$ cat src/rtl/rle_pkg.sv
// Shared run-length frame format and decoder state encoding.
// The rle encoder imports this same package so both sides agree on the entry layout.
package rle_pkg;

  localparam int ENTRY_W   = 16;
  localparam int COUNT_W   = 8;
  localparam int BYTE_W    = 8;
  localparam int COUNT_LSB = 0;
  localparam int BYTE_LSB  = 8;

  typedef logic [ENTRY_W-1:0] entry_t;

  typedef enum logic [2:0] {
    S_IDLE,
    S_RD_ADDR,
    S_RD_DATA,
    S_EXPAND,
    S_WRITE,
    S_FLUSH
  } state_t;

  function automatic logic [COUNT_W-1:0] entry_count(input entry_t e);
    return e[COUNT_LSB +: COUNT_W];
  endfunction

  function automatic logic [BYTE_W-1:0] entry_byte(input entry_t e);
    return e[BYTE_LSB +: BYTE_W];
  endfunction

endpackage

$ cat src/rtl/rle_decode_if.sv
// Port-A SRAM bus shared by the rle encoder and decoder.
// The master is the codec; the slave is the SRAM.
interface rle_decode_if #(
  parameter int ADDR_W = 16
);
  logic              port_A_clk;
  logic [ADDR_W-1:0] port_A_addr;
  logic              port_A_we;
  logic [31:0]       port_A_data_in;
  logic [31:0]       port_A_data_out;

  modport master (
    output port_A_clk, port_A_addr, port_A_we, port_A_data_in,
    input  port_A_data_out
  );

  modport slave (
    input  port_A_clk, port_A_addr, port_A_we, port_A_data_in,
    output port_A_data_out
  );
endinterface

$ cat src/rtl/rle_byte_packer.sv
// Packs bytes little-endian into a 32-bit word; lane 0 is filled first.
// Clearing zeroes the word so a partial word carries zero upper lanes.
module rle_byte_packer
  import rle_pkg::*;
(
  input  logic              clk,
  input  logic              nreset,
  input  logic [BYTE_W-1:0] value,
  input  logic              valid,
  input  logic              clear,
  output logic [31:0]       word,
  output logic [2:0]        fill,
  output logic              full
);

  assign full = (fill == 3'd4);

  // NOTE: sequential state uses non-blocking assignments so every flop samples pre-edge values.
  always_ff @(posedge clk or negedge nreset) begin
    if (!nreset) begin
      word <= '0;
      fill <= '0;
    end else if (clear) begin
      word <= '0;
      fill <= '0;
    end else if (valid && !full) begin
      word[{fill[1:0], 3'b000} +: BYTE_W] <= value;
      fill                                <= fill + 3'd1;
    end
  end

endmodule

$ cat src/rtl/rle_decode.sv
// Run-length decoder: reads {byte, count} entries over port A, expands them,
// and writes the plaintext back as little-endian 32-bit words.
module rle_decode
  import rle_pkg::*;
#(
  parameter int ADDR_W = 16
) (
  input  logic        clk,
  input  logic        nreset,
  input  logic        start,
  input  logic [31:0] rle_addr,
  input  logic [31:0] rle_size,
  input  logic [31:0] message_addr,
  output logic [31:0] message_size,
  output logic        done,
  rle_decode_if.master port_a
);

  state_t            state, state_d, ret_state, ret_d, next_run;
  logic [ADDR_W-1:0] rd_ptr, wr_ptr;
  logic [31:0]       size_q, consumed, byte_cnt, word_q;
  logic              entry_sel;
  logic [COUNT_W-1:0] remaining;

  logic accept, zero_frame, emit, ent_end, word_done, flush_wr, pk_clear;
  logic [BYTE_W-1:0] pk_value;
  logic [31:0]       pk_word;
  logic [2:0]        pk_fill;
  logic              pk_full;

  assign pk_value = entry_sel ? entry_byte(word_q[2*ENTRY_W-1:ENTRY_W])
                              : entry_byte(word_q[ENTRY_W-1:0]);

  rle_byte_packer u_packer (
    .clk    (clk),
    .nreset (nreset),
    .value  (pk_value),
    .valid  (emit),
    .clear  (pk_clear),
    .word   (pk_word),
    .fill   (pk_fill),
    .full   (pk_full)
  );

  always_ff @(posedge clk or negedge nreset) begin
    if (!nreset) begin
      state     <= S_IDLE;
      ret_state <= S_IDLE;
    end else begin
      state     <= state_d;
      ret_state <= ret_d;
    end
  end

  // NOTE: every signal gets a default before the case so no path can infer a latch.
  always_comb begin
    state_d    = state;
    ret_d      = ret_state;
    next_run   = S_EXPAND;
    accept     = 1'b0;
    zero_frame = 1'b0;
    emit       = 1'b0;
    ent_end    = 1'b0;
    word_done  = 1'b0;
    flush_wr   = 1'b0;
    pk_clear   = 1'b0;
    case (state)
      S_IDLE: begin
        if (start) begin
          accept   = 1'b1;
          pk_clear = 1'b1;
          if (rle_size == 32'd0) zero_frame = 1'b1;
          else                   state_d    = S_RD_ADDR;
        end
      end
      S_RD_ADDR: state_d = S_RD_DATA;
      S_RD_DATA: state_d = S_EXPAND;
      S_EXPAND: begin
        emit      = (remaining != '0) && !pk_full;
        ent_end   = (remaining == '0) || (emit && remaining == COUNT_W'(1));
        word_done = emit && (pk_fill == 3'd3);
        if (ent_end && entry_sel)
          next_run = (consumed < size_q) ? S_RD_ADDR : S_FLUSH;
        // A completed word detours through WRITE, then resumes where the run left off.
        flush_wr = (next_run == S_FLUSH) && !word_done && ((pk_fill != 3'd0) || emit);
        if (word_done) begin
          state_d = S_WRITE;
          ret_d   = next_run;
        end else begin
          state_d = next_run;
        end
      end
      S_WRITE: begin
        state_d  = ret_state;
        pk_clear = 1'b1;
      end
      S_FLUSH: begin
        state_d  = S_IDLE;
        pk_clear = 1'b1;
      end
      default: state_d = S_IDLE;
    endcase
  end

  // Port-A controls are registered from the next state so they are valid for the whole cycle.
  assign port_a.port_A_clk     = clk;
  assign port_a.port_A_data_in = pk_word;

  always_ff @(posedge clk or negedge nreset) begin
    if (!nreset) begin
      port_a.port_A_addr <= '0;
      port_a.port_A_we   <= 1'b0;
    end else begin
      port_a.port_A_we <= 1'b0;
      if (state_d == S_RD_ADDR) begin
        port_a.port_A_addr <= (state == S_IDLE) ? rle_addr[ADDR_W-1:0] : rd_ptr;
      end else if (state_d == S_WRITE || flush_wr) begin
        port_a.port_A_addr <= wr_ptr;
        port_a.port_A_we   <= 1'b1;
      end
    end
  end

  always_ff @(posedge clk or negedge nreset) begin
    if (!nreset) begin
      rd_ptr       <= '0;
      wr_ptr       <= '0;
      size_q       <= '0;
      consumed     <= '0;
      byte_cnt     <= '0;
      word_q       <= '0;
      entry_sel    <= 1'b0;
      remaining    <= '0;
      done         <= 1'b0;
      message_size <= '0;
    end else begin
      case (state)
        S_IDLE: begin
          if (accept) begin
            rd_ptr       <= rle_addr[ADDR_W-1:0];
            wr_ptr       <= message_addr[ADDR_W-1:0];
            size_q       <= rle_size;
            consumed     <= '0;
            byte_cnt     <= '0;
            done         <= zero_frame;
            message_size <= '0;
          end
        end
        S_RD_DATA: begin
          word_q    <= port_a.port_A_data_out;
          entry_sel <= 1'b0;
          remaining <= entry_count(port_a.port_A_data_out[ENTRY_W-1:0]);
          rd_ptr    <= rd_ptr + ADDR_W'(4);
          consumed  <= consumed + 32'd4;
        end
        S_EXPAND: begin
          if (emit) byte_cnt <= byte_cnt + 32'd1;
          if (ent_end && !entry_sel) begin
            entry_sel <= 1'b1;
            remaining <= entry_count(word_q[2*ENTRY_W-1:ENTRY_W]);
          end else if (emit) begin
            remaining <= remaining - COUNT_W'(1);
          end
        end
        S_WRITE: wr_ptr <= wr_ptr + ADDR_W'(4);
        S_FLUSH: begin
          done         <= 1'b1;
          message_size <= byte_cnt;
        end
        default: ;
      endcase
    end
  end

  // Address bits above ADDR_W and entry 0's count (taken straight from the bus) are not needed.
  logic unused_bits;
  assign unused_bits = ^{rle_addr[31:ADDR_W], message_addr[31:ADDR_W], word_q[COUNT_W-1:0]};

endmodule

$ cat src/flat_wrapper.sv
// flat-port wrapper written by rule: the top's interface ports become plain ports
module rle_decode_flat import rle_pkg::*;
#(
  parameter int ADDR_W = 16
)
  (clk, nreset, start, rle_addr, rle_size, message_addr, message_size, done, port_a_port_A_clk, port_a_port_A_addr, port_a_port_A_we, port_a_port_A_data_in, port_a_port_A_data_out);
  rle_decode_if #(.ADDR_W(ADDR_W)) port_a_i ();
  input  logic clk;
  input  logic nreset;
  input  logic start;
  input  logic [31:0] rle_addr;
  input  logic [31:0] rle_size;
  input  logic [31:0] message_addr;
  output logic [31:0] message_size;
  output logic done;
  output wire logic [$bits(port_a_i.port_A_clk)-1:0] port_a_port_A_clk;
  output wire logic [$bits(port_a_i.port_A_addr)-1:0] port_a_port_A_addr;
  output wire logic [$bits(port_a_i.port_A_we)-1:0] port_a_port_A_we;
  output wire logic [$bits(port_a_i.port_A_data_in)-1:0] port_a_port_A_data_in;
  input wire logic [$bits(port_a_i.port_A_data_out)-1:0] port_a_port_A_data_out;
  assign port_a_port_A_clk = port_a_i.port_A_clk;
  assign port_a_port_A_addr = port_a_i.port_A_addr;
  assign port_a_port_A_we = port_a_i.port_A_we;
  assign port_a_port_A_data_in = port_a_i.port_A_data_in;
  assign port_a_i.port_A_data_out = port_a_port_A_data_out;
  rle_decode #(.ADDR_W(ADDR_W)) u_core (.clk(clk), .nreset(nreset), .start(start), .rle_addr(rle_addr), .rle_size(rle_size), .message_addr(message_addr), .message_size(message_size), .done(done), .port_a(port_a_i));
endmodule
$ cat config.mk
export PLATFORM = sky130hd
export DESIGN_NAME = rle_decode_flat
export DESIGN_NICKNAME = d
export VERILOG_FILES = /design/src/rtl/rle_pkg.sv /design/src/rtl/rle_decode_if.sv /design/src/rtl/rle_byte_packer.sv /design/src/rtl/rle_decode.sv /design/src/flat_wrapper.sv
export SDC_FILE = /design/constraint.sdc
export NUM_CORES = 1
export LEC_CHECK = 0
export BUFFER_PORTS_ARGS = -buffer_cell sky130_fd_sc_hd__buf_2
export CAP_MARGIN = 20
export CORE_MARGIN = 2
export CORE_UTILIZATION = 60
export CTS_CLUSTER_SIZE = 8
export DETAILED_ROUTE_END_ITERATION = 8
export MAX_ROUTING_LAYER = met4
export PLACE_DENSITY = 0.88
export SYNTH_ARGS = -nofsm -noshare
export SYNTH_HDL_FRONTEND = slang
export SYNTH_SLANG_ARGS = --single-unit
export TNS_END_PERCENT = 50
$ cat constraint.sdc
create_clock -name clk -period 4.9 [get_ports clk]
set_clock_uncertainty 0.15 [all_clocks]
set_input_delay 0.98 -clock clk [delete_from_list [all_inputs] [get_ports clk]]
set_output_delay 0.98 -clock clk [all_outputs]
set_load 0.02 [all_outputs]
==> results.md, run 1 <==
- Vias per cell: ~6.1
- Fin cells: 1787
- Die Height: ~150 µm
- WP depth: 3
- Largest net degree at the start of global routing: approximately 130
- R2R Path End: u_core.port_a.port_A_addr[0]$_DFFE_PN0P_
- Synthesized instance count: approximately 1.3k
- Worst Reg-to-Reg Cells: 8
- Final Hold Fails: 0
- Routability Congestion: 0.899
- Ys async rst share: between 90% and 100%
- Switching fraction of total power: ~40%
- Synth top area share: 50.0%
- Area contributors post-synth: dfrtp_1, nand2_1, o21ai_0
- Maximum VDD drop: 0.448 mV
- Residual DRC: 0
- Data arrival, critical path: between 2 and 3 ns
- Final ANT Viol Nets: 0
- Per-cell routed wire length: around 18 µm
- CP max stage delay: about 0.15 ns
- Buffer count from post-CTS setup fixing: 0
- DIE AREA: about 22000 µm²
- Port-buffer cells: 181
- Clk_lat worst skew: 0.62 ns
- Req. time, crit path: 3.77 ns
- Post-synthesis cell area: between 10000 and 15000 µm²
- CTS tree: done
- Cell family with most CP delay: buffers and inverters
- Initial antenna violation count: 0
- Fill cells: 1433
- Post-CTS sizing: 0
- # nets final: ~1.7k
- Clk slew on worst S/H paths: around 0.05 ns
- Gr ovfl total: 0
- Worst Hold Class: input port to async pin
- Slew headroom: ~27%
- Int Pwr: between 5 and 6 mW
- DR iter-0 viols: 786
- Global-route wire length before repair: roughly 52000 µm
- Worst-Margin Slew: around 1.1 ns
- Vias in the first global route: roughly 11k
- GRT Overall Usage: 30.0%
- # diodes: 0
- Fraction of layout instances using a drive strength above 1: a little under a fifth
- Placeable Area: around 20000 µm²
- P_sw: around 3.7 mW
- Clk pwr share: 25.3%
- Yosys warns: 0
- Die width: 148 µm
- CP Buf/Inv Count: 3
- Vias: approximately 11k
- Critical path's slowest cell: buf_2
- CP Launch Type: clock port
- EDFF count, synth: 0
- Worst-path cell chain: clkbuf_16 > clkbuf_16 > buf_2
- Outcome: finished clean
- Max Slew Vio Count: 0
- Max-cap violations: 0
- R2r setup slk: roughly 1.1 ns
- Inst Count DP: 1740
- FF-to-FF Start: u_core.consumed[3]$_DFFE_PN0P_
- Overall Power: 9.18 mW
- #FFs+latches synth: 250
- Drt pass-1 iters: 5
- Synth unique cells: between 70 and 80
- Commonest cells in the synthesized netlist: nand2_1, dfrtp_1, o21ai_0
- Top cell by count, worst path: clkbuf_16
- Critical path type: clock port to output port
- Unrepaired setup endpoints after global routing: no
- Pleak: around 7.1 nW
- Reg power frac: a little under two fifths
- Largest area contributor in the netlist: dfrtp_1
- Crit Path Max Fanout: 2
- Initial core utilization: 61.4%
- Setup crit end kind: output port
- Comb pwr share: between 30% and 40%
- Final wirelength: 31700 µm
- Top_reg_cell synth: dfrtp_1
- Layout area overhead: 17.1%
- Most numerous cell in the Yosys netlist: nand2_1
- I/O pin count: 214
- Syn Area/Cell: about 9.3 µm²
- Post-Syn Nets: 1520
- PD cells: between 600 and 700 nW/µm²
- Sequential fraction of the synthesis area: 50.0%
- DP HPWL: roughly 21000 µm
- Cell row count: 52
- Setup violators final: 0
- Setup TNS: 0 ns
- CTS Hold Buffers Added: 0
-- placed cells by master (no fill, tap or decap), types with 11 or more instances in the layout --
cell	count
mux2i_1	32
nand3_1	90
nand4_1	22
ha_1	42
o211ai_1	11
xor2_1	20
a21oi_1	54
nor4_1	14
nand2_1	284
o21ai_0	115
buf_2	180
and3_1	15
dfrtp_1	250
clkbuf_16	40
inv_1	45
nor2_1	95
o31ai_1	30
nor3_1	17
-- power by group through the flow --
stage               registers (mW)  clock network (mW)  logic (mW)
floorplan                     3.63              0.0238        2.09
global placement              3.45              0.0191        3.10
detailed placement            3.48              0.0191        3.27
CTS                           3.48                2.34        3.33
global route                  3.59                2.43        3.74
finish                        3.50                2.32        3.36
-- sequential cells by signal, indices dropped and copies added, names as in the netlist, 24 cells and up --
register / count
u_core.byte_cnt: 32
u_core.consumed: 30
u_core.message_size: 32
u_core.size_q: 32
u_core.u_packer.word: 32
u_core.word_q: 24
-- how the worst max path moves through the flow --
| stage | start | end | slack, ns |
|---|---|---|---|
| floorplan | clk | port_a_port_A_clk | 1.19 |
| global placement | rle_size[25] | u_core.port_a.port_A_addr[1]$_DFFE_PN0P_ | 1.15 |
| detailed placement | rle_size[25] | u_core.port_a.port_A_addr[2]$_DFFE_PN0P_ | 1.09 |
| CTS | clk | port_a_port_A_clk | 0.92 |
| global route | u_core.consumed[3]$_DFFE_PN0P_ | u_core.port_a.port_A_addr[4]$_DFFE_PN0P_ | 0.85 |
| finish | clk | port_a_port_A_clk | 0.93 |
-- layer usage --
| metal | GRT usage [%] | up-vias | part of all wire, % |
|---|---|---|---|
| li1 | - | 5074 | - |
| met2 | 47.8 | 461 | 49 |
| met4 | 10.5 | 0 | 2.6 |
| met5 | - | - | 0 |
| met3 | 5.00 | 74 | 6.9 |
| met1 | 39.4 | 5283 | 42 |
-- metrics by stage --
stage,utilization [%],hold WS (ns),area (µm²),setup slack (ns)
4_1_cts,71.7,0.322,14600,0.923
5_1_grt,71.9,0.337,14700,0.847
6_report,71.9,0.318,14700,0.926
3_3_place_gp,66.6,0.308,13600,1.15
3_5_place_dp,66.7,0.312,13600,1.09
2_1_floorplan,-,0.285,12500,1.19
-- area by class of cell --
| type | count | area (µm²) | area share [%] |
|---|---|---|---|
| Tap cell | 270 | 338 | 2.31 |
| Inverter | 45 | 169 | 1.15 |
| Clock buffer | 41 | 1010 | 6.87 |
| Clock inverter | 3 | 26.3 | 0.179 |
| Sequential cell | 250 | 6260 | 42.7 |
| Timing Repair Buffer | 195 | 1070 | 7.32 |
| Multi-Input combinational cell | 983 | 5780 | 39.5 |
-- cells by family (layout without fill, tap and decap cells) --
| group | Yosys count | count (layout) | synth area share, % |
|---|---|---|---|
| mux | 32 | 32 | 2.56 |
| simple gates | 580 | 580 | 21.0 |
| xor+xnor | 30 | 30 | 2.10 |
| flops | 250 | 250 | 50.0 |
| buf+inv | 114 | 284 | 3.92 |
| fa+ha+maj | 42 | 42 | 4.20 |
| compound gates | 299 | 299 | 16.2 |
No activity file was read; power rests on OpenSTA's default activity.
==> inputs of run 2 (changes only) <==
--- a/config.mk
+++ b/config.mk
@@ -8,11 +8,11 @@
 export BUFFER_PORTS_ARGS = -buffer_cell sky130_fd_sc_hd__buf_2
 export CAP_MARGIN = 20
 export CORE_MARGIN = 2
-export CORE_UTILIZATION = 60
+export CORE_UTILIZATION = 51
 export CTS_CLUSTER_SIZE = 8
 export DETAILED_ROUTE_END_ITERATION = 8
 export MAX_ROUTING_LAYER = met4
-export PLACE_DENSITY = 0.88
+export PLACE_DENSITY = 0.8
 export SYNTH_ARGS = -nofsm -noshare
 export SYNTH_HDL_FRONTEND = slang
 export SYNTH_SLANG_ARGS = --single-unit
==> constraint.sdc (replaced) <==
create_clock -name clk -period 3.34 [get_ports clk]
set_clock_uncertainty 0.15 [all_clocks]
set_input_delay 0.668 -clock clk [delete_from_list [all_inputs] [get_ports clk]]
set_output_delay 0.668 -clock clk [all_outputs]
set_load 0.02 [all_outputs]
==> results.md, run 2 (synthesized netlist as in run 1, its figures left out) <==
- Period utilisation layout: 91.4%
- Hold Path Sink: u_core.word_q[22]$_DFFE_PN0P_
- Placeable Area: 24200 µm² (was 20400 µm²)
- Initial antenna violation count: 1 (was 0)
- Vias: 10.8k (was 10.9k)
- Top cell by count, worst path: nand2_1 (was clkbuf_16)
- Port-buffer cells: 181 (unchanged)
- Final ANT Viol Nets: 0 (unchanged)
- PD cells: 907 nW/µm² (was 626 nW/µm²)
- Crit Path Max Fanout: 16 (was 2)
- Fraction of layout instances using a drive strength above 1: 18.9% (was 18.4%)
- Outcome: finished clean (unchanged)
- Drt pass-1 iters: 6 (was 5)
- FF-to-FF Start: u_core.u_packer.fill[0]$_DFFE_PN0P_ (was u_core.consumed[3]$_DFFE_PN0P_)
- R2r setup slk: 0.29 ns (was 1.14 ns)
- Worst-Margin Slew: 1.11 ns (was 1.09 ns)
- CP Buf/Inv Count: 1 (was 3)
- Global-route wire length before repair: 52000 µm (was 52400 µm)
- Post-CTS sizing: 0 (unchanged)
- Dpl ws: 0.343 ns (was 1.09 ns)
- Die width: 161 µm (was 148 µm)
- Slew headroom: 26.3% (was 27.0%)
- Setup TNS: 0 ns (unchanged)
- Cell family with most CP delay: compound AO/OA/AOI/OAI gates (was buffers and inverters)
- DIE AREA: 25800 µm² (was 22000 µm²)
- Most common cell after layout, fill and taps aside: nand2_1 (unchanged)
- Die Height: 161 µm (was 148 µm)
- Fin crit period: 3.05 ns
- Req. time, crit path: 3.70 ns (was 3.77 ns)
- CTS tree: done (unchanged)
- DP HPWL: 21400 µm (was 20800 µm)
- Cell row count: 57 (was 52)
- Critical path type: register to register (was clock port to output port)
- Unrepaired setup endpoints after global routing: no (unchanged)
- CP max stage delay: 0.88 ns (was 0.15 ns)
- Pleak: 7.13 nW (was 7.07 nW)
- Data arrival, critical path: 3.42 ns (was 2.84 ns)
- Critical path's slowest cell: a21oi_1 (was buf_2)
- Final wirelength: 31100 µm (was 31700 µm)
- Residual DRC: 0 (unchanged)
- Per-cell routed wire length: 16.8 µm (was 17.8 µm)
- Max Freq: approximately 330 MHz
- Initial core utilization: 51.8% (was 61.4%)
- Routability Congestion: 0.859 (was 0.899)
- WP depth: 8 (was 3)
- GRT Overall Usage: 25.1% (was 30.0%)
- Vias per cell: 5.81 (was 6.10)
- Worst Hold Launch: port_a_port_A_data_out[22]
- Clk_lat worst skew: 0.62 ns (about the same)
- R2R Path End: u_core.u_packer.word[13]$_DFFE_PN0P_ (was u_core.port_a.port_A_addr[0]$_DFFE_PN0P_)
- Final Hold Fails: 0 (unchanged)
- Max Slew Vio Count: 0 (unchanged)
- Worst hold path depth: 3
- Maximum VDD drop: 0.622 mV (was 0.448 mV)
- CP Launch Type: register (was clock port)
- # nets final: 1699 (was 1689)
- Fill cells: 1985 (was 1433)
- Crit path launch: u_core.u_packer.fill[0]$_DFFE_PN0P_ (was clk)
- DR iter-0 viols: 911 (was 786)
- Commonest cells after routing, fill and taps aside: nand2_1, dfrtp_1, buf_2, o21ai_0, nor2_1 (unchanged)
- Gr ovfl total: 0 (unchanged)
- Max-cap violations: 0 (unchanged)
- Worst-path cell chain: inv_1 > ha_1 > nand2_1 > a21boi_2 > and2_4 > a21oi_1 > nand2_1 > o31ai_1 (was clkbuf_16 > clkbuf_16 > buf_2)
- Setup crit end kind: register (was output port)
- Vias in the first global route: 10.5k (was 10.7k)
- Clk slew on worst S/H paths: 0.05 ns (about the same)
- Worst Reg-to-Reg Cells: 8 (unchanged)
- Setup ws final: 0.286 ns (was 0.926 ns)
- Setup violators final: 0 (unchanged)
- Worst Hold Class: input port to register (was input port to async pin)
- Largest net degree at the start of global routing: 91 (was 134)
- I/O pin count: 214 (unchanged)
- Layout area overhead: 18.4% (was 17.1%)
-- run 2: changes by cell type in the layout (fill, tap and decap cells not counted), sizes merged --
cell         change
diode            +2
inv              +1
dlygate4sd3      +1
buf              +9
-- run 2: per-layer routing --
metal  share of wire (%)  global-route usage [%]
met5                   0                       -
met4                 3.1                    8.97
met3                 6.0                    3.93
met2                  46                    38.6
met1                  45                    34.0
-- run 2: worst max path at each step --
| stage | end | slack, ns |
|---|---|---|
| after floorplan | u_core.port_a.port_A_addr[6]$_DFFE_PN0P_ | 0.71 |
| after global placement | u_core.port_a.port_A_addr[1]$_DFFE_PN0P_ | 0.38 |
| after detailed placement | u_core.port_a.port_A_addr[0]$_DFFE_PN0P_ | 0.34 |
| after CTS | u_core.u_packer.word[17]$_DFFE_PN0P_ | 0.32 |
| after global routing | u_core.u_packer.word[10]$_DFFE_PN0P_ | 0.13 |
| final | u_core.u_packer.word[13]$_DFFE_PN0P_ | 0.29 |
-- run 2: power by group --
part | switching [mW] | internal (mW) | leakage, nW
Combinational | 3.07 | 1.77 | 3.36
Sequential | 0.942 | 4.18 | 3.25
Clock | 1.34 | 2.13 | 0.520
-- run 2: final cells by class --
cell class,instances,area (µm²),share of cell area [%]
diodes,2,5.00,0.0338
clock buffers,41,1010,6.79
clock inverters,4,46.3,0.313
inverters,45,169,1.14
multi-input cells,983,5780,39.1
flip-flops and latches,250,6260,42.2
well taps,324,405,2.74
repair buffers,205,1140,7.69
-- run 2: stage by stage --
step	std cells	area, µm²	hold slack [ns]	power [mW]	utilization [%]
CTS	1850	14800	0.0672	13.5	61.2
global route	1853	14800	0.0902	14.3	61.2
detailed placement	1805	13700	0.310	9.97	56.8
floorplan	1347	12500	0.222	8.43	-
global placement	1805	13700	0.305	9.73	56.8
finish	1854	14800	0.0825	13.4	61.3
-- run 2: repair_timing --
action                     CTS  global route
setup endpoints to repair    0             0
setup buffers                0             0
hold endpoints to repair    86             0
hold buffers                 1             0
-- run 2: worst min-delay path, cell delays in order --
cell and delay, ns:
buf_2 0.07, nand2_1 0.04, nand2_1 0.04
